**config.mk**
```make
export PLATFORM = sky130hd
export DESIGN_NAME = uart_transmitter
export DESIGN_NICKNAME = d
export VERILOG_FILES = /design/src/rtl/uart_transmitter.sv
export SDC_FILE = /design/constraint.sdc
export NUM_CORES = 1
export LEC_CHECK = 0
export BUFFER_PORTS_ARGS = -buffer_cell sky130_fd_sc_hd__buf_2
export CORE_UTILIZATION = 38
export DETAILED_ROUTE_END_ITERATION = 6
export HOLD_SLACK_MARGIN = 0.02
export PLACE_DENSITY = 0.61
export SYNTH_ARGS = -nofsm -noshare
export SYNTH_HDL_FRONTEND = slang
export SYNTH_SLANG_ARGS = --single-unit
```
**constraint.sdc**
```tcl
create_clock -name clk -period 2.33 [get_ports clk]
set_clock_uncertainty 0.2 [all_clocks]
set_input_delay 0.3495 -clock clk [delete_from_list [all_inputs] [get_ports clk]]
set_output_delay 0.3495 -clock clk [all_outputs]
set_load 0.02 [all_outputs]
```
**src/rtl/uart_transmitter.sv**
```systemverilog
// Serial transmit side of the lab UART: one start bit, DATA_BITS data bits LSB first,
// one stop bit, each held CLKS_PER_BIT clocks. Line idles high; all outputs registered.
module uart_transmitter #(
  parameter int CLKS_PER_BIT = 10,
  parameter int DATA_BITS    = 8
) (
  input  logic                 clk,
  input  logic                 n_rst,
  input  logic [DATA_BITS-1:0] tx_data,
  input  logic                 tx_start,
  output logic                 tx_busy,
  output logic                 tx_done,
  output logic                 tx_out
);

  localparam int CNT_W = $clog2(CLKS_PER_BIT);
  localparam int IDX_W = $clog2(DATA_BITS + 1);

  localparam logic [1:0] ST_IDLE  = 2'd0;
  localparam logic [1:0] ST_START = 2'd1;
  localparam logic [1:0] ST_DATA  = 2'd2;
  localparam logic [1:0] ST_STOP  = 2'd3;

  localparam logic [CNT_W-1:0] CNT_LAST = CNT_W'(CLKS_PER_BIT - 1);
  localparam logic [CNT_W-1:0] CNT_ONE  = CNT_W'(1);
  localparam logic [IDX_W-1:0] IDX_LAST = IDX_W'(DATA_BITS - 1);
  localparam logic [IDX_W-1:0] IDX_ONE  = IDX_W'(1);

  logic [1:0]           state_r,   state_s;
  logic [CNT_W-1:0]     cnt_r,     cnt_s;
  logic [IDX_W-1:0]     idx_r,     idx_s;
  logic [DATA_BITS-1:0] shift_r,   shift_s;
  logic [DATA_BITS-1:0] shifted_s;
  logic                 tx_out_r,  tx_out_s;
  logic                 tx_busy_r, tx_busy_s;
  logic                 tx_done_r, tx_done_s;
  logic                 bit_end_s;

  // Next-state and next-output decode; outputs are computed here and registered below.
  always_comb begin
    state_s   = state_r;
    cnt_s     = cnt_r;
    idx_s     = idx_r;
    shift_s   = shift_r;
    tx_out_s  = tx_out_r;
    tx_busy_s = tx_busy_r;
    tx_done_s = 1'b0;
    shifted_s = shift_r >> 1;
    bit_end_s = (cnt_r == CNT_LAST);

    case (state_r)
      ST_IDLE: begin
        if (tx_start) begin
          state_s   = ST_START;
          shift_s   = tx_data;
          cnt_s     = '0;
          idx_s     = '0;
          tx_out_s  = 1'b0;
          tx_busy_s = 1'b1;
        end else begin
          tx_out_s  = 1'b1;
          tx_busy_s = 1'b0;
        end
      end
      ST_START: begin
        if (bit_end_s) begin
          state_s  = ST_DATA;
          cnt_s    = '0;
          idx_s    = '0;
          tx_out_s = shift_r[0];
        end else begin
          cnt_s = cnt_r + CNT_ONE;
        end
      end
      ST_DATA: begin
        if (bit_end_s) begin
          cnt_s = '0;
          if (idx_r == IDX_LAST) begin
            state_s  = ST_STOP;
            tx_out_s = 1'b1;
          end else begin
            shift_s  = shifted_s;
            idx_s    = idx_r + IDX_ONE;
            tx_out_s = shifted_s[0];
          end
        end else begin
          cnt_s = cnt_r + CNT_ONE;
        end
      end
      ST_STOP: begin
        if (bit_end_s) begin
          cnt_s     = '0;
          tx_done_s = 1'b1;
          // A pending request chains straight into the next start bit with no idle clock.
          if (tx_start) begin
            state_s   = ST_START;
            shift_s   = tx_data;
            idx_s     = '0;
            tx_out_s  = 1'b0;
            tx_busy_s = 1'b1;
          end else begin
            state_s   = ST_IDLE;
            tx_out_s  = 1'b1;
            tx_busy_s = 1'b0;
          end
        end else begin
          cnt_s = cnt_r + CNT_ONE;
        end
      end
      default: begin
        state_s   = ST_IDLE;
        cnt_s     = '0;
        idx_s     = '0;
        tx_out_s  = 1'b1;
        tx_busy_s = 1'b0;
      end
    endcase
  end

  // State and registered outputs; reset aborts any frame and returns the line high.
  always_ff @(posedge clk or negedge n_rst) begin
    if (!n_rst) begin
      state_r   <= ST_IDLE;
      cnt_r     <= '0;
      idx_r     <= '0;
      shift_r   <= '0;
      tx_out_r  <= 1'b1;
      tx_busy_r <= 1'b0;
      tx_done_r <= 1'b0;
    end else begin
      state_r   <= state_s;
      cnt_r     <= cnt_s;
      idx_r     <= idx_s;
      shift_r   <= shift_s;
      tx_out_r  <= tx_out_s;
      tx_busy_r <= tx_busy_s;
      tx_done_r <= tx_done_s;
    end
  end

  assign tx_out  = tx_out_r;
  assign tx_busy = tx_busy_r;
  assign tx_done = tx_done_r;

endmodule
```
# Word level (Yosys, flattened, before mapping)
# Cells that the tools add are included.
[totals] wordCells=61 memories=0 latchBits=0 out_inout_bits=3 ram_bits=0 register_bits=21 rom_bits=0 in_bits=11
[classes] mul=0 bitwise=0 n_addsub=2 muxes=32 shift=0 order_cmp=0 eq_ne=11 div=0 reduce_logical=9
[op_table] operator="$mux 8" count=4
[op_table] operator="$mux 4" count=7
[op_table] operator="$pmux 8 s3" count=1
[op_table] operator="$pmux 4 s4" count=1
[op_table] operator="$ne 2x2->1 const B" count=6
[op_table] operator="$mux 1" count=10
[op_table] operator="$mux 2" count=5
[op_table] operator="$add 4x1->4 const B" count=2
[op_table] operator="$pmux 2 s4" count=1
[op_table] operator="$pmux 4 s2" count=1
[op_table] operator="$reduce_and 4->1" count=2
[op_table] operator="$reduce_and 5->1" count=1
[op_table] operator="$eq 2x2->1 const B" count=2
[op_table] operator="$eq 4x3->1 const B" count=1
[op_table] operator="$eq 4x4->1 const B" count=1
[op_table] operator="$pmux 1 s4" count=1
[op_table] operator="$reduce_and 3->1" count=1
[op_table] operator="$reduce_bool 3->1" count=1
[op_table] operator="$reduce_or 3->1" count=1
[op_table] operator="$eq 2x1->1 const B" count=1
[op_table] operator="$logic_not 2->1" count=1
[op_table] operator="$pmux 1 s2" count=1
[op_table] operator="$reduce_and 2->1" count=1
[op_table] operator="$reduce_bool 2->1" count=1

# Longest topological paths before layout
[depth] ltp_word=4 ltp_mapped=7 depth_no_buf=6

# Least setup slack after synthesis
# No wires, ideal clock.
[synth_path] path_type="reg2reg" start="register state_r[0]" end="register state_r[1]" path_buffers=1 setup_slack_ps=416 t_required_ps=2005 synth_period_minus_slack_ps=1914 arrival_time_ps=1590 setup_time_ps=125 path_stages_with_launch=8 cell_sequence="dfrtp_1 -> inv_1 -> ha_1 -> nor2b_1 -> clkbuf_1 -> a21oi_1 -> o21ai_0 -> mux2_2"
[synth_between] elab_chain_len=3 word_cells_on_any_way=11 classes_between="eq/ne (8); mux (1); reduce/logical (2)"
[synth_rtl] element="from (decl)" line_no="29" text="logic [1:0] state_r, state_s;"
[synth_rtl] element="from (signal assigned)" line_no="131" text="state_r <= state_s;"
[synth_rtl] element="$eq 2x2->1 (tied with other cells)" line_no="51" text="case (state_r)"
[synth_rtl] element="$ne 2x2->1 (no source line)"
[synth_rtl] element="$reduce_and 5->1 (no source line)"
# Several ways; a longest one is shown, not always the timed one.
# A chain may end at the register's enable or synchronous reset.

# Worst setup path after layout
[layout_path] start="register cnt_r[1]" end="register shift_r[4]"
[layout_between] elab_chain_len=3 word_cells_on_any_way=4 classes_between="eq/ne (3); reduce/logical (1)"
[layout_rtl] element="from (decl)" line_no="30" text="logic [CNT_W-1:0] cnt_r, cnt_s;"
[layout_rtl] element="from (signal assigned)" line_no="132" text="cnt_r <= cnt_s;"
[layout_rtl] element="$eq 4x4->1 *" line_no="49" text="bit_end_s = (cnt_r == CNT_LAST);"
[layout_rtl] element="$ne 2x2->1 (no source line)"
[layout_rtl] element="$reduce_and 4->1 (no source line) *"
[layout_rtl] element="to (signal assigned)" line_no="134" text="shift_r <= shift_s;"
[layout_rtl] element="to (decl)" line_no="32" text="logic [DATA_BITS-1:0] shift_r, shift_s;"
# Every way passes the cells marked *; elsewhere a longest branch is shown, timed or not.

==> impl_results.md <==
- Status: finished, final reports clean
- Total core area: 3030 um2
- Most common cell after layout, fill and taps aside: dfrtp_1
- Pwr Density: 422 nW/um2
- I/O pin count: 14
- Die height: 58.4 um
- Part of the power in registers: 64.7%
- Worst Setup Start Kind: flop
- DIE WIDTH: 58.4 um
- Static Leak: 0.604 nW
- Drt first pass iters: 4
- Synthesized Nets: 125
- RSZ-0062 raised after global routing: no
- Core Util, Final: 45.1%
- Post-CTS sizing: 0
- Port bufs: 13
- Placer Congestion: 0.741
- Reg clk slew, reported paths: 120 ps
- Max Fclk: 477 MHz
- Slowest stage delay, CP: 460 ps
- Minimum clock period: 2090 ps
- Highest-count cells in the layout ignoring fill and taps: 20 x dfrtp_1, 19 x mux2_2, 13 x buf_2, 11 x o21ai_0, 7 x ha_1
- Post-synth design cell area: 1210 um2
- Overflow left after global routing: 0
- ANT nets after route: 0
- Vias in the first global route: 867
- Area fraction in compound gates after synthesis: 13.5%
- Avg WL per Cell: 12.8 um
- Switching power total: 125 uW
- GRT Total Usage: 14.8%
- Fin crit share: 89.9%
- Setup CP Type: reg -> reg
- DRC Markers: 0
- Detailed-route via count: 855
- Arrival time of the worst setup path: 2080 ps
- Post-DP HPWL: 1.61 mm
- Largest family of logic cells by synthesized area: multiplexers
- CTS max path bufs: 2
- Mapped Cells: 107
- Sequential fraction of the synthesis area: 43.5%
- Die ar.: 3410 um2
- Switching share of power: 21.7%
- CP cell instances: nor4bb_1 -> buf_4 -> nand3_4 -> a21oi_4 -> mux2_2
- Setup ws final: 235 ps
- CTS tree: yes
- Ant. Diodes: 0
- Initial antenna violation count: 0
- Initial Util: 40.0%
- DR vias/cell: 5.06
- WP buf/inv: 1
- Final Net Count: 144
- Hold Fails Final Rpt: 0
- Adder-Cell Fraction of Synth Area: 7.24%
- CP max FO: 9
- Setup Total Neg Slack: 0 ps
- Routed WL: 2.16 mm
- Comb pwr share: 5.2%
- Later-pin clock latency in the skew report: 300 ps
- Final Max Slew Viols: 0
- TritonCTS Buffers: 3
- Proportion of synthesized area in mux cells: 17.7%
- Layout area overhead: 12.9%
- Root Buffer: clkbuf_4
- Synth warn: 0
- XOR/XNOR Fraction of Synth Area: 0.724%
- Slew Limit Headroom: 69.0%
- Iteration-0 DRC Markers: 28
- Peak supply drop: 0.000229 V
- Slowest CP cell: dfrtp_1
- Setup Viol. Count Final: 0
- Placed Cells: 164
- H-tree levels: 1
- Synth Register Bits: 21
- Worst endpoint required time: 2320 ps
- Avg Inst Size Synth: 11.3 um2
- Share of layout cells above drive strength 1: 35.2%
- Max-Cap Viols: 0
- Netlist cell types: 35
- Pin count of the biggest net entering global routing: 22
- Post-Synth Simple-Gate Area: 13.5%
- Number of placement rows: 20
- Tightest Pin Transition: 465 ps
- Crit-path leading delay family: flip-flops
- Clock power share: 30.1%
- Non-Filler Instances: 169
- Num Clock Sinks: 21
- CP Capture Type: flop
- Hold/Removal Path Class: in -> reg
- P_int: 452 uW
- Final Hold Slack: 178 ps
- Wire length of the first global-routing pass: 3.89 mm
- Pre-CTS setup slack: 242 ps
-- power by group through the flow --
stage	combinational (mW)	clock (mW)	sequential, mW
after floorplan	0.00808	0	0.382
after global placement	0.0293	0	0.380
after detailed placement	0.0298	0	0.380
after CTS	0.0311	0.186	0.373
after global routing	0.0337	0.200	0.374
final	0.0299	0.174	0.373
-- path summary, 6_finish.rpt --
path,to,from,depth (start not counted),slack (ps)
max,shift_r[4]$_DFFE_PN0P_,cnt_r[1]$_DFFE_PN0P_,5,240
min,tx_busy$_DFFE_PN0P_,tx_start,2,180
max reg2reg,shift_r[4]$_DFFE_PN0P_,cnt_r[1]$_DFFE_PN0P_,5,240
min reg2reg,shift_r[2]$_DFFE_PN0P_,shift_r[2]$_DFFE_PN0P_,1,320
max in group asynchronous,tx_out$_DFFE_PN1P_,n_rst,2,1270
min in group asynchronous,tx_done$_DFF_PN0_,n_rst,2,320
-- kinds of logic after synthesis --
group / count (synthesis)
simple gates: 26
compound gates: 24
flops: 21
mux: 19
buf+inv: 9
fa+ha+maj: 7
xor+xnor: 1
-- sequential cells by signal (all words and copies together) (netlist names) --
| signal | count |
|---|---|
| cnt_r | 4 |
| idx_r | 4 |
| shift_r | 8 |
| state_r | 2 |
| tx_busy | 1 |
| tx_done | 1 |
| tx_out | 1 |
-- area by class of cell --
| type | count | area, um2 |
|---|---|---|
| inverters | 6 | 22.5 |
| repair buffers | 17 | 97.6 |
| fillers | 306 | 1660 |
| multi-input cells | 77 | 638 |
| flip-flops and latches | 21 | 527 |
| well taps | 44 | 55.1 |
| clock buffers | 4 | 26.3 |
-- worst register-to-register path, stage by stage, from the launching register on --
cell      delay (ps)
dfrtp_1          460
nor4bb_1         310
buf_4            220
nand3_4          110
a21oi_4          310
mux2_2           380
-- metrics by stage --
step / power, mW / instance area (um2)
floorplan: 0.390 / 1210
global placement: 0.409 / 1330
detailed placement: 0.410 / 1330
CTS: 0.590 / 1370
global route: 0.608 / 1370
finish: 0.577 / 1370
-- metal layers --
layer  global-route usage, %  up-vias  wire (um)
met2                    24.5       17        984
met4                    5.10        0         15
met3                    2.20        2         60
met1                    20.0      415       1100
met5                       0        -          0
li1                        -      421          -
-- what timing repair did --
action | CTS | global route
endpoints found under the hold margin | 20 | 0
hold buffers | 1 | 0
setup buffers | 0 | 0
-- synthesized netlist by cell type (all sizes together) --
cell type | count | area, um2
a211o | 1 | 8.76
a21oi | 4 | 31.3
a22oi | 1 | 7.51
a2bb2oi | 1 | 8.76
a31oi | 1 | 6.26
and2 | 2 | 13.8
and2b | 1 | 8.76
and3 | 1 | 6.26
and3b | 1 | 8.76
buf | 2 | 18.8
clkbuf | 1 | 3.75
dfrtp | 20 | 500
dfstp | 1 | 26.3
ha | 7 | 87.6
inv | 6 | 22.5
mux2 | 19 | 214
nand2 | 2 | 7.51
nand3 | 5 | 37.5
nand3b | 1 | 7.51
nand4 | 1 | 6.26
nor2 | 4 | 15.0
nor2b | 4 | 25.0
nor3 | 2 | 10.0
nor4bb | 1 | 10.0
o211ai | 2 | 20.0
o21ai | 11 | 55.1
o221ai | 2 | 17.5
o41ai | 1 | 8.76
or2b | 1 | 7.51
xnor2 | 1 | 8.76
(Power assumes the default switching activity.)
